### config.mk
export PLATFORM = sky130hd
export DESIGN_NAME = tcdm_bank_arbiter
export DESIGN_NICKNAME = d
export VERILOG_FILES = /design/src/rtl/tcdm_bank_arbiter.sv
export SDC_FILE = /design/constraint.sdc
export NUM_CORES = 1
export LEC_CHECK = 0
export CAP_MARGIN = 40
export CORE_AREA = 2 2 166 168
export CTS_CLUSTER_DIAMETER = 30
export DETAILED_ROUTE_END_ITERATION = 16
export DIE_AREA = 0 0 168 170
export PLACE_DENSITY_LB_ADDON = 0.12
export SLEW_MARGIN = 20
export SYNTH_ARGS = -nofsm -noshare
export SYNTH_HDL_FRONTEND = slang
export SYNTH_SLANG_ARGS = --single-unit
### constraint.sdc
create_clock -name clk_i -period 3.6 [get_ports clk_i]
set_input_delay 0.9 -clock clk_i [delete_from_list [all_inputs] [get_ports clk_i]]
set_output_delay 0.9 -clock clk_i [all_outputs]
set_load 0.005 [all_outputs]
### src/rtl/tcdm_bank_arbiter.sv
// Round-robin arbiter granting NbPorts requesters access to one single-cycle TCDM bank.
// Optional conflict counter enabled with macro TCDM_ARB_PERF_EN.
module tcdm_bank_arbiter #(
    parameter int unsigned NbPorts   = 4,
    parameter int unsigned DataWidth = 32,
    parameter int unsigned AddrWidth = 32,
    parameter int unsigned BeWidth   = DataWidth / 8
) (
    input  logic                                clk_i,
    input  logic                                rst_i,
    input  logic [NbPorts-1:0]                  req_i,
    output logic [NbPorts-1:0]                  gnt_o,
    input  logic [NbPorts-1:0][AddrWidth-1:0]   add_i,
    input  logic [NbPorts-1:0]                  wen_i,
    input  logic [NbPorts-1:0][DataWidth-1:0]   data_i,
    input  logic [NbPorts-1:0][BeWidth-1:0]     be_i,
    output logic [DataWidth-1:0]                r_data_o,
    output logic [NbPorts-1:0]                  r_valid_o,
    output logic                                bank_req_o,
    input  logic                                bank_gnt_i,
    output logic [AddrWidth-1:0]                bank_add_o,
    output logic                                bank_wen_o,
    output logic [DataWidth-1:0]                bank_data_o,
    output logic [BeWidth-1:0]                  bank_be_o,
    input  logic [DataWidth-1:0]                bank_r_data_i
`ifdef TCDM_ARB_PERF_EN
    ,
    input  logic                                perf_clr_i,
    output logic [31:0]                         perf_conflicts_o
`endif
);

    localparam int unsigned IdxWidth = $clog2(NbPorts);

    logic [IdxWidth-1:0] ptr_reg;
    logic [IdxWidth-1:0] ptr_next;
    logic [IdxWidth-1:0] rsp_idx_reg;
    logic                rsp_valid_reg;
    logic [IdxWidth-1:0] winner;
    logic                grant_any;

    logic [IdxWidth-1:0] cand_idx [NbPorts];
    logic [IdxWidth-1:0] win_acc  [NbPorts+1];
    logic [NbPorts-1:0]  rot_req;
    logic [NbPorts-1:0]  seen;
    logic [NbPorts-1:0]  first;

    // Slot gi of the rotated view holds port (ptr + gi) mod NbPorts; the lowest
    // asserted slot wins, and its port index is OR-reduced into the winner.
    assign win_acc[0] = '0;
    for (genvar gi = 0; gi < NbPorts; gi++) begin : g_rr
        logic [IdxWidth:0] sum;
        assign sum          = {1'b0, ptr_reg} + (IdxWidth+1)'(gi);
        assign cand_idx[gi] = (sum >= (IdxWidth+1)'(NbPorts)) ?
                              IdxWidth'(sum - (IdxWidth+1)'(NbPorts)) : sum[IdxWidth-1:0];
        assign rot_req[gi]  = req_i[cand_idx[gi]];
        if (gi == 0) begin : g_seen0
            assign seen[gi] = 1'b0;
        end else begin : g_seenn
            assign seen[gi] = seen[gi-1] | rot_req[gi-1];
        end
        assign first[gi]     = rot_req[gi] & ~seen[gi];
        assign win_acc[gi+1] = win_acc[gi] | ({IdxWidth{first[gi]}} & cand_idx[gi]);
    end

    assign winner    = win_acc[NbPorts];
    assign grant_any = (|req_i) & bank_gnt_i & ~rst_i;

    assign ptr_next = !grant_any ? ptr_reg :
                      (winner == IdxWidth'(NbPorts - 1)) ? '0 : winner + IdxWidth'(1);

    always_ff @(posedge clk_i) begin
        if (rst_i) begin
            ptr_reg       <= '0;
            rsp_valid_reg <= 1'b0;
            rsp_idx_reg   <= '0;
        end else begin
            ptr_reg       <= ptr_next;
            rsp_valid_reg <= grant_any;
            if (grant_any) begin
                rsp_idx_reg <= winner;
            end
        end
    end

    // A reset in the response cycle suppresses the pending response immediately.
    for (genvar gi = 0; gi < NbPorts; gi++) begin : g_out
        assign gnt_o[gi]     = grant_any & (winner == IdxWidth'(gi));
        assign r_valid_o[gi] = rsp_valid_reg & ~rst_i & (rsp_idx_reg == IdxWidth'(gi));
    end

    assign bank_req_o  = (|req_i) & ~rst_i;
    assign bank_add_o  = add_i[winner];
    assign bank_wen_o  = wen_i[winner];
    assign bank_data_o = data_i[winner];
    assign bank_be_o   = be_i[winner];
    assign r_data_o    = bank_r_data_i;

`ifdef TCDM_ARB_PERF_EN
    logic [31:0] conflicts_reg;
    logic        multi_req;

    // Clearing the lowest set bit leaves something only if two or more are set.
    assign multi_req = |(req_i & (req_i - NbPorts'(1)));

    always_ff @(posedge clk_i) begin
        if (rst_i || perf_clr_i) begin
            conflicts_reg <= '0;
        end else if (multi_req && (conflicts_reg != '1)) begin
            conflicts_reg <= conflicts_reg + 32'd1;
        end
    end

    assign perf_conflicts_o = conflicts_reg;
`endif

endmodule

==> metrics <==
synth unique cells=29; synthesis-to-layout area growth=93.2%; Avg WL per Cell=20.0 um; Syn Area/Cell=approximately 6.6 um2; Setup crit end kind=output pin; grt ovf=0; peak supply drop=around 0.00013 V; setup violators final=0; Post-synth EDFFs=0; Hold Crit Class=flop to flop; PD cells=271 mW/mm2; htree depth=1; first drt pass iteration count=5; Final period util=0.985; Worst slew margin=0.688; layout cells sized above 1=0.190; Max Buffers Root-to-Sink=2; RePlAce Congestion=approximately 0.76; Via Count=7,491; final core occ=0.360; Worst Hold Depth=2; sequential area share after synthesis=0.0202; post-synthesis cell area=0.00496 mm2; initial antenna violation count=1; Initial Util=0.186; Top FF cell, synth=dfxtp_1; Num CTS Buffers=3; CTS tree=built; clock latency at the later pin of the worst-skew pair=approximately 0.23 ns; Std-Cell Rows=60; worst slew pin tran=around 0.47 ns; Die X=168 um; Crit Path Category=input pin to output pin; fillcell total=~2,800; R2R depth=8; ANT nets after route=0; RSZ-0062 raised after global routing=no; Slew Viols, Final=0; CP startpoint kind=input pin; Tot GR Track Use=0.183; Yosys reg bits=5; die height=roughly 170 um; DP Cell Count=around 1,400; die area=around 0.029 mm2; Post-Synthesis Cells=~750; total power=~0.0026 W; PortBufs=360; DR iter-0 viols=approximately 430; max cap viols=0; Post-Route WL=28,500 um; HP Start=rsp_idx_reg[0]; crit-path max FO=5; crit path DAT=between 2 and 3 ns; syn_nets=between 1,000 and 1,500; Worst-path clk slew=0.03 ns; core region area=approximately 0.027 mm2; R2R Path Start=ptr_reg[0]; Setup crit start=req_i[2]; Achievable Freq=around 0.28 GHz; Pleak=roughly 3.7 nW; fin cells=~1,400; CP required=2.70 ns; vias in the first global route=7,265; Top Ports=approximately 430; Remaining DRCs=0; Worst Clk Skew=roughly 0.00092 ns; Clock Sinks=5; ys async rst share=0; clock root cell=clkbuf_16; endpoints failing hold=0; fin nets=1,402; minimum clock period=between 3 and 4 ns; dpl hpwl=slightly below 20,000 um; outcome=complete, no violations; first-pass GRT wire length=roughly 42,000 um; Vias/cell=5.26; number of synthesis warnings=0; largest net degree at the start of global routing=approximately 90
-- cell type report --
| cell class | count | area (um2) | area share |
|---|---|---|---|
| timing repair buffer | 479 | 4790 | 0.499 |
| multi-input combinational | 590 | 4180 | 0.435 |
| tap | 341 | 427 | 0.0445 |
| sequential | 5 | 104 | 0.0108 |
| clock buffer | 4 | 78.8 | 0.00822 |
| inverter | 4 | 15.0 | 0.00157 |
| antenna | 1 | 2.50 | 0.000261 |
-- synth_stat cells, types with 3 or more instances --
master | n | share of area
a21bo_1 | 69 | 0.14
a221oi_1 | 69 | 0.12
a32oi_1 | 69 | 0.12
and2_1 | 6 | 0.0076
buf_1 | 8 | 0.0061
buf_2 | 14 | 0.014
buf_4 | 32 | 0.048
buf_6 | 10 | 0.023
clkbuf_1 | 89 | 0.067
dfxtp_1 | 5 | 0.020
ha_1 | 4 | 0.010
inv_1 | 3 | 0.0023
nand2_1 | 73 | 0.055
nand3_1 | 142 | 0.14
nor2b_1 | 4 | 0.0050
nor3b_1 | 69 | 0.10
nor4_1 | 69 | 0.087
o21ai_0 | 3 | 0.0030
-- placed cells by master (no fill, tap or decap), drive strengths merged, types with 4 or more instances in the layout --
cell and instances:
a221oi 69, nand2 73, clkdlybuf4s15 8, and2 6, inv 4, a32oi 69, dlygate4sd2 4, clkdlybuf4s50 283
nor2b 4, clkbuf 10, ha 4, a21bo 69, nor4 69, buf 175, dfxtp 5, nand3 142
nor3b 69
-- per-stage QoR --
step	TNS, ns	hold slack [ns]	area (um2)	setup WS [ns]
finish	0	0.511	9590	0.0555
detailed placement	-50.19	0.508	9110	-0.866
floorplan	0	0.463	4960	0.325
global placement	-50.34	0.507	9110	-0.883
CTS	0	0.513	9400	0.0218
global route	0	0.571	9590	0.00418
-- power by group --
group	switching, W	internal (W)	total (W)
Sequential	0.0000118	0.0000636	0.0000754
Combinational	0.00108	0.00126	0.00234
Clock	0.0000381	0.000147	0.000185
-- worst paths after layout --
kind	endpoint	slack, ns
worst max-delay path	bank_add_o[1]	0.06
worst min-delay path	rsp_idx_reg[0]	0.51
worst max register to register	ptr_reg[0]	1.68
worst min register to register	rsp_idx_reg[0]	0.51
-- metal layers --
| layer | GRT usage | vias to the layer above | wire, um | share of wire |
|---|---|---|---|---|
| li1 | - | 3637 | - | - |
| met1 | 0.241 | 3564 | 12800 | 0.45 |
| met2 | 0.327 | 266 | 13900 | 0.49 |
| met3 | 0.0230 | 24 | 1510 | 0.053 |
| met4 | 0.0223 | 0 | 280 | 0.0098 |
| met5 | 0 | - | 0 | 0 |
-- kinds of logic (layout without fill, tap and decap cells) --
group | after synthesis | count (layout) | share of synthesized area
other cells | 0 | 1 | 0
fa+ha+maj | 4 | 4 | 0.0101
simple gates | 372 | 373 | 0.417
compound gates | 213 | 213 | 0.391
flops | 5 | 5 | 0.0202
buf+inv | 158 | 487 | 0.163
-- critical path, stage by stage --
cell and delay (ns):
buf_6 0.10, nor2b_4 0.13, or4b_4 0.63, buf_12 0.19, buf_4 0.13, a21bo_1 0.17, a32oi_2 0.24, buf_2 0.15
-- repair_timing --
| item | CTS | global route |
|---|---|---|
| endpoints found under the setup margin | 74 | 38 |
| setup buffers | 15 | 8 |
| pin swaps | 23 | 12 |
| cloned | 9 | 5 |
| resized for setup | 314 | 20 |
| hold buffers | 0 | 0 |
(Power assumes the default switching activity.)
